## src/rtl/ram4x8_host_ctrl.sv

```systemverilog
// Host-side initiator for a 4-byte x 8-bit RAM: valid/ready request channel in,
// registered RAM pin sequencing out, captured read data on a valid/ready response channel.
module ram4x8_host_ctrl #(
  parameter int WR_PULSE  = 2,
  parameter int RD_WAIT   = 2,
  parameter int CLR_PULSE = 2
) (
  input  logic       Clock,
  input  logic       Clear,
  input  logic       ReqValid,
  output logic       ReqReady,
  input  logic [1:0] ReqOp,
  input  logic [1:0] ReqAddr,
  input  logic [7:0] ReqData,
  output logic       RspValid,
  input  logic       RspReady,
  output logic [7:0] RspData,
  output logic [7:0] RamI,
  output logic [1:0] RamSelect,
  output logic       RamRead,
  output logic       RamClear,
  input  logic [7:0] RamO
);

  localparam logic [2:0] S_IDLE       = 3'd0;
  localparam logic [2:0] S_WR_SETUP   = 3'd1;
  localparam logic [2:0] S_WR_STROBE  = 3'd2;
  localparam logic [2:0] S_WR_HOLD    = 3'd3;
  localparam logic [2:0] S_RD_WAIT    = 3'd4;
  localparam logic [2:0] S_RD_CAPTURE = 3'd5;
  localparam logic [2:0] S_CLR        = 3'd6;

  localparam logic [3:0] WR_LOAD  = 4'(WR_PULSE - 1);
  localparam logic [3:0] RD_LOAD  = 4'(RD_WAIT - 1);
  localparam logic [3:0] CLR_LOAD = 4'(CLR_PULSE - 1);

  logic [2:0] state_r;
  logic [3:0] cnt_r;

  // RamClear is only low in IDLE straight after reset, which keeps ReqReady low until the first released edge.
  assign ReqReady = (state_r == S_IDLE) && !RspValid && RamClear;

  // Sequencer: state, timing counter, response register and all registered RAM pins.
  always_ff @(posedge Clock) begin
    if (!Clear) begin
      state_r   <= S_IDLE;
      cnt_r     <= 4'd0;
      RspValid  <= 1'b0;
      RspData   <= 8'h00;
      RamI      <= 8'h00;
      RamSelect <= 2'b00;
      RamRead   <= 1'b1;
      RamClear  <= 1'b0;
    end else begin
      if (state_r != S_CLR) begin
        RamClear <= 1'b1;
      end
      if (RspValid && RspReady) begin
        RspValid <= 1'b0;
      end
      case (state_r)
        S_IDLE: begin
          if (ReqValid && ReqReady) begin
            if (ReqOp[1]) begin
              state_r  <= S_CLR;
              cnt_r    <= CLR_LOAD;
              RamClear <= 1'b0;
            end else if (ReqOp[0]) begin
              state_r   <= S_WR_SETUP;
              RamSelect <= ReqAddr;
              RamI      <= ReqData;
            end else begin
              state_r   <= S_RD_WAIT;
              cnt_r     <= RD_LOAD;
              RamSelect <= ReqAddr;
            end
          end
        end
        S_WR_SETUP: begin
          state_r <= S_WR_STROBE;
          cnt_r   <= WR_LOAD;
          RamRead <= 1'b0;
        end
        S_WR_STROBE: begin
          if (cnt_r == 4'd0) begin
            state_r <= S_WR_HOLD;
            RamRead <= 1'b1;
          end else begin
            cnt_r <= cnt_r - 4'd1;
          end
        end
        S_WR_HOLD: begin
          state_r <= S_IDLE;
        end
        S_RD_WAIT: begin
          if (cnt_r == 4'd0) begin
            state_r <= S_RD_CAPTURE;
          end else begin
            cnt_r <= cnt_r - 4'd1;
          end
        end
        S_RD_CAPTURE: begin
          RspData  <= RamO;
          RspValid <= 1'b1;
          state_r  <= S_IDLE;
        end
        S_CLR: begin
          if (cnt_r == 4'd0) begin
            state_r  <= S_IDLE;
            RamClear <= 1'b1;
          end else begin
            cnt_r <= cnt_r - 4'd1;
          end
        end
        default: begin
          state_r  <= S_IDLE;
          RamRead  <= 1'b1;
          RamClear <= 1'b1;
        end
      endcase
    end
  end

endmodule
```

## config.mk

```make
export PLATFORM = sky130hd
export DESIGN_NAME = ram4x8_host_ctrl
export DESIGN_NICKNAME = d
export VERILOG_FILES = /design/src/rtl/ram4x8_host_ctrl.sv
export SDC_FILE = /design/constraint.sdc
export NUM_CORES = 1
export LEC_CHECK = 0
export BUFFER_PORTS_ARGS = -buffer_cell sky130_fd_sc_hd__buf_4
export CAP_MARGIN = 25
export CORE_MARGIN = 1
export CORE_UTILIZATION = 52
export DETAILED_ROUTE_END_ITERATION = 8
export PLACE_DENSITY = 0.83
export SLEW_MARGIN = 30
export SYNTH_ARGS = -nofsm -noshare
export SYNTH_HDL_FRONTEND = slang
export SYNTH_SLANG_ARGS = --single-unit
export TNS_END_PERCENT = 30
```

## constraint.sdc

```tcl
create_clock -name Clock -period 2.78 [get_ports Clock]
set_input_delay 0.417 -clock Clock [delete_from_list [all_inputs] [get_ports Clock]]
set_output_delay 0.417 -clock Clock [all_outputs]
set_load 0.03 [all_outputs]
```

==> results of run 1 <==
routing by layer:
metal / vias up / routed length (um) / share of wire
li1: 579 / - / -
met1: 545 / 1250 / 0.43
met2: 33 / 1510 / 0.52
met3: 2 / 124 / 0.043
met4: 0 / 9 / 0.0031
met5: - / 0 / 0
metrics by stage:
stage                     utilization  instance area (sq um)  hold slack (ps)
after floorplan                     -                   1320              491
after global placement          0.716                   1650              450
after detailed placement        0.716                   1650              457
after CTS                       0.739                   1700              305
after global routing            0.739                   1700              307
final                           0.739                   1700              309
path summary, 6_finish.rpt:
check / to / depth (start not counted)
setup reg to reg: cnt_r[2]$_SDFFE_PN0P_ / 6
hold / removal: RamClear$_SDFF_PN0_ / 2
hold reg to reg: RspData[7]$_SDFFE_PN0P_ / 2
setup / recovery: ReqReady / 3
final cells by class:
class                      count  share of cell area
clock buffer                   3              0.0133
timing repair buffer          45               0.199
clock inverter                 1              0.0177
tap                           28              0.0206
multi-input combinational    101               0.410
inverter                       4             0.00884
sequential                    28               0.330
flip-flops by register name, indices dropped and copies added, names as in the netlist:
signal / flops
RamClear: 1
RamI: 8
RamRead: 1
RamSelect: 2
RspData: 8
RspValid: 1
cnt_r: 4
state_r: 3
layout by cell type, fill, tap and decap left out, types with 2 or more instances in the layout:
| cell | count |
|---|---|
| dfxtp_1 | 28 |
| nor3_1 | 2 |
| buf_4 | 45 |
| nand2_1 | 23 |
| o2111ai_1 | 2 |
| mux2i_1 | 10 |
| nor2b_1 | 12 |
| clkbuf_4 | 3 |
| nand2b_1 | 3 |
| o21ai_0 | 3 |
| nor2_1 | 5 |
| a21oi_1 | 4 |
| a21boi_0 | 9 |
| inv_1 | 4 |
cells by family (layout without fill, tap and decap cells):
kind of cell / count (synthesis) / count (layout) / share of synthesized area
simple gates: 61 / 61 / 0.276
mux: 10 / 10 / 0.0759
fa+ha+maj: 1 / 1 / 0.00949
flops: 28 / 28 / 0.425
compound gates: 29 / 29 / 0.167
buf+inv: 11 / 53 / 0.0465
critical path, delay by kind of cell, from the launching register on:
kind          cells  cell delay (ps)
simple gates      2              500
flops             1              440
buf+inv           1              150
power groups by stage:
stage	sequential [uW]	clock [uW]	combinational, uW
detailed placement	518	0	393
floorplan	514	0	306
global route	519	291	432
global placement	516	0	375
CTS	510	273	396
finish	511	268	397
==> key figures, run 1 <==
Status
  – Outcome: completed

Timing
  – Post-layout min period: 1850 ps
  – Setup violators final: 0
  – RSZ-0062 raised after global routing: no
  – Worst-Margin Slew: 529 ps
  – FMAX: 0.542 GHz
  – Clk_skew: 6.92 ps
  – Setup TNS: 0 ps
  – Post-route clock period utilization: 0.664
  – Slew Limit Headroom: 0.645
  – Fin worst setup slack: 934 ps
  – Endpoints failing hold: 0
  – Fin. max-slew vios: 0

Floorplan
  – Horiz. Die Dim: 52.4 um
  – Core area: 2300 sq um
  – Starting density of the core: 0.574
  – Row cnt: 17
  – Die area: 2740 sq um
  – Die height: 52.4 um
  – Top-Level Pins: 46

Place
  – Placed cells: 206
  – Placer Congestion: 0.848
  – IO Port Bufs: 45
  – DP Worst Slack: 1070 ps
  – Detail Placement HPWL: 2.15 mm

Synth
  – Count leader, synth: dfxtp_1
  – Number of synthesized flops with an enable pin: 0
  – Synth area leader: dfxtp_1
  – Seq cells post-synth: 28
  – Synth Warn #: 0
  – Commonest cells in the netlist: dfxtp_1, nand2_1, nor2b_1
  – Dominant synthesized flop cell: dfxtp_1
  – Yosys cell types: 44
  – Mapped cell area: 1320 sq um
  – Top area cells in the synthesized netlist: dfxtp_1, mux2i_1, nand2_1, nor2b_1, a21boi_0
  – Net Count, Synth: 165
  – Asr flop ratio synth: 0
  – Post-Synthesis Cells: 140
  – Yosys top cell area share: 0.425
  – Sequential-to-total area share from yosys stat: 0.425
  – Post-Syn Area per Cell: 9.42 sq um

Power and ir drop
  – P_int: 756 uW
  – Logic gate share of total power: 0.338
  – Clock power frac: 0.228
  – Leak: 0.000756 uW
  – Final total power: 1180 uW
  – Sw Ratio: 0.357
  – P per Cell Area: 693 nW/um^2
  – Flop pwr share: 0.435
  – Psw: 420 uW
  – Maximum vdd drop: 0.555 mV

Worst hold path
  – Worst hold path class: in2reg
  – Min-delay src: ReqOp[1]

Setup path
  – CP Capture Type: output port
  – Critical path launch point: state_r[0]$_SDFFE_PN0P_
  – CP max FO: 10
  – Critical path class: reg2out
  – Max stage delay on crit path: 440 ps
  – Worst R2R Setup Slack: 1030 ps
  – WP data required: 2360 ps
  – Worst setup SP type: flip-flop
  – Crit-path cells: nor3b_4, and2_1, buf_4
  – Slowest cell on the critical path: dfxtp_1
  – Arr. time, crit path: 1430 ps
  – R2R Path Start: cnt_r[0]$_SDFFE_PN0P_

Detailed routing
  – # DRC: 0
  – Vias per cell: 5.52
  – Routed Antenna Nets: 0
  – Initial DRT Pass Iterations: 4
  – Vias: 1159
  – Avg WL per Cell: 13.8 um
  – Drt total wl: 2.89 mm
  – DR iter-0 viols: 25

GRT
  – Largest net degree at the start of global routing: 28
  – GRT met3 Usage: 0.0609
  – Met2 Use GR: 0.401
  – First-pass GRT wire length: 4.56 mm
  – GR Util met1: 0.261
  – Overflow after GRT: 0
  – GRT Total Usage: 0.224
  – Vias in the first global route: 1092
  – Most crowded layer after global routing: met2
  – Initial antenna violation count: 0

Finish
  – P&R area growth vs syn: 28.7%
  – Number of fill cells: 175
  – # diodes: 0
  – Register area: 561 sq um
  – Nets@finish: 208
  – Area of the multi-input gates: 697 sq um
  – Final Non-Filler Cells: 210
  – Layout cells sized above 1: 0.319

Clock tree
  – Post-CTS Setup Inserts: 0
  – Clock sinks: 28
  – Cts bufs inserted: 3
  – Bufs on Longest Clock Path: 2
  – Root Buffer: clkbuf_4
  – Post-cts resize count: 0
  – Worst skew pair latency: 330 ps
  – H-tree depth: 1
  – CTS tree: built
  – Post-CTS Hold Fix Bufs: 0
  – Reg clk slew, reported paths: 150 ps

Run
  – Max Cap Viol: 0
(Power assumes the default switching activity.)
==> run 2, diff against run 1 <==
--- a/config.mk
+++ b/config.mk
@@ -8,9 +8,9 @@
 export BUFFER_PORTS_ARGS = -buffer_cell sky130_fd_sc_hd__buf_4
 export CAP_MARGIN = 25
 export CORE_MARGIN = 1
-export CORE_UTILIZATION = 52
+export CORE_UTILIZATION = 49
 export DETAILED_ROUTE_END_ITERATION = 8
-export PLACE_DENSITY = 0.83
+export PLACE_DENSITY = 0.79
 export SLEW_MARGIN = 30
 export SYNTH_ARGS = -nofsm -noshare
 export SYNTH_HDL_FRONTEND = slang
==> constraint.sdc (replaced) <==
create_clock -name Clock -period 1.8 [get_ports Clock]
set_input_delay 0.27 -clock Clock [delete_from_list [all_inputs] [get_ports Clock]]
set_output_delay 0.27 -clock Clock [all_outputs]
set_load 0.03 [all_outputs]
==> run 2 against run 1 <==
Sequential cell count unchanged. Setup slack got worse by 850 ps. Critical path depth up 3. Routed wire length fell by 4.8%. Clock power up 13%. Combinational power grew 64%. Clock skew fell by 5.2 ps. Sequential power up 52%. Non-clock buffer count up 2. Via count decreased by 2.2%.
==> key figures, run 2 (synthesized netlist as in run 1, its figures left out) <==
Status
  – Outcome: completed

Timing
  – Fin. max-slew vios: 0
  – RSZ-0062 raised after global routing: yes
  – Post-route clock period utilization: 0.953
  – FMAX: 0.583 GHz
  – Worst hold slack: 172 ps
  – Slew Limit Headroom: 0.657
  – Clk_skew: 1.69 ps
  – Worst-Margin Slew: 512 ps
  – Post-layout min period: 1710 ps
  – Endpoints failing hold: 0
  – Setup TNS: 0 ps
  – Setup violators final: 0

Finish
  – Most frequent cells in the layout: buf_4, dfxtp_1, nand2_1
  – Commonest non-fill, non-tap cell in the layout: buf_4
  – Nets@finish: 210
  – Layout cells sized above 1: 0.326
  – Largest regs: RamI (8), RspData (8), cnt_r (4)
  – Final Non-Filler Cells: 214
  – Design Area, Final: 1710 sq um
  – # diodes: 0
  – Final core utilization: 0.682
  – P&R area growth vs syn: 29.3%

Clock tree
  – Post-CTS Setup Inserts: 0
  – Root Buffer: clkbuf_4
  – Post-CTS Hold Fix Bufs: 0
  – Clock sinks: 28
  – CTS tree: built
  – Bufs on Longest Clock Path: 2
  – Cts bufs inserted: 3
  – H-tree depth: 1
  – Worst skew pair latency: 320 ps
  – Reg clk slew, reported paths: 140 ps

Setup path
  – R2R Path Start: cnt_r[0]$_SDFFE_PN0P_
  – CP Capture Type: flip-flop
  – WP data required: 2030 ps
  – Worst Reg-to-Reg Cells: 6
  – Critical path class: reg2reg
  – Crit-path cells: inv_1, ha_1, nor3b_4, nor2_1, o32ai_2, a221o_1
  – Slowest cell on the critical path: dfxtp_1
  – Arr. time, crit path: 1950 ps
  – CP max FO: 8
  – Max stage delay on crit path: 430 ps
  – Worst R2R Setup Slack: 90 ps
  – RR Endpoint: cnt_r[2]$_SDFFE_PN0P_
  – WP buf/inv: 1
  – Top cell family by delay on the critical path: compound AO/OA/AOI/OAI gates
  – Worst setup SP type: flip-flop

Floorplan
  – Horiz. Die Dim: 53.9 um
  – Starting density of the core: 0.528
  – Row cnt: 18
  – Die area: 2900 sq um
  – Top-Level Pins: 46
  – Core area: 2500 sq um
  – Die height: 53.9 um

GRT
  – Overflow after GRT: 0
  – Largest net degree at the start of global routing: 28
  – Vias in the first global route: 1061
  – Initial antenna violation count: 0
  – GRT Total Usage: 0.209
  – First-pass GRT wire length: 4.47 mm

Power and ir drop
  – Clock power frac: 0.174
  – Maximum vdd drop: 0.699 mV
  – P_int: 1100 uW
  – P per Cell Area: 1020 nW/um^2
  – Flop pwr share: 0.449
  – Psw: 638 uW
  – Sw Ratio: 0.368
  – Leak: 0.000762 uW
  – Logic gate share of total power: 0.377

Worst hold path
  – Hold depth: 2
  – Min-delay src: ReqValid
  – Worst hold endpoint: RamClear$_SDFF_PN0_
  – Worst hold path class: in2reg

Detailed routing
  – Drt total wl: 2.75 mm
  – Routed Antenna Nets: 0
  – Vias per cell: 5.29
  – Vias: 1133
  – Initial DRT Pass Iterations: 4
  – Avg WL per Cell: 12.9 um
  – # DRC: 0
  – DR iter-0 viols: 22

Place
  – Placer Congestion: 0.834
  – IO Port Bufs: 45
  – Placed cells: 210
  – Detail Placement HPWL: 2.06 mm
  – Area post-placement: 1660 sq um

Run
  – Max Cap Viol: 0
run 2: cell count changes in the layout (fill, tap and decap cells not counted):
cell	previous run	this run
bufinv_16	1	0
nor3b_2	1	0
nor3b_4	1	2
clkbuf_8	0	1
buf_4	45	47
run 2: worst reg2reg max path, delay by kind of cell (launching register included):
family,cells,cell delay (ps)
adder cells (fa/ha/maj),1,230
AO/OA/AOI/OAI,2,490
flip-flops,1,430
buffers and inverters,1,70
AND/OR/NAND/NOR,2,410
run 2: per-stage QoR:
step                      power, uW  worst slack (ps)
after floorplan                1270               251
after global placement         1390               167
after detailed placement       1420               111
after CTS                      1720              79.3
after global routing           1840             -41.8
final                          1730              85.4
run 2: final cells by class:
cell class                      instances  area [sq um]
Fill cell                             197           795
Multi-Input combinational cell        101           703
Sequential cell                        28           561
Timing Repair Buffer                   47           353
Tap cell                               30          37.5
Clock buffer                            4          36.3
Inverter                                4          15.0
run 2: worst max-delay path by stage:
stage | start | endpoint | cells after the start
after floorplan | cnt_r[0]$_SDFFE_PN0P_ | cnt_r[2]$_SDFFE_PN0P_ | 6
after global placement | cnt_r[0]$_SDFFE_PN0P_ | cnt_r[2]$_SDFFE_PN0P_ | 6
after detailed placement | cnt_r[0]$_SDFFE_PN0P_ | cnt_r[2]$_SDFFE_PN0P_ | 6
after CTS | cnt_r[0]$_SDFFE_PN0P_ | cnt_r[2]$_SDFFE_PN0P_ | 6
after global routing | cnt_r[0]$_SDFFE_PN0P_ | cnt_r[2]$_SDFFE_PN0P_ | 6
final | cnt_r[0]$_SDFFE_PN0P_ | cnt_r[2]$_SDFFE_PN0P_ | 6
run 2: timing repair:
action | CTS | global route
gates resized for setup | 0 | 1
endpoints found under the hold margin | 0 | 0
setup endpoints to repair | 0 | 4
run 2: power by group through the flow:
stage                     combinational, uW  sequential [uW]  clock, uW
after floorplan                         473              794          0
after detailed placement                633              786          0
final                                   653              778        302
after global routing                    723              789        329
after global placement                  612              781          0
after CTS                               637              773        309
run 2: per-layer routing:
metal,routed length (um),global-route usage,up-vias
met5,0,0,-
met4,19,0.0482,0
met3,127,0.0339,2
met2,1310,0.362,31
met1,1300,0.267,521
li1,-,-,579
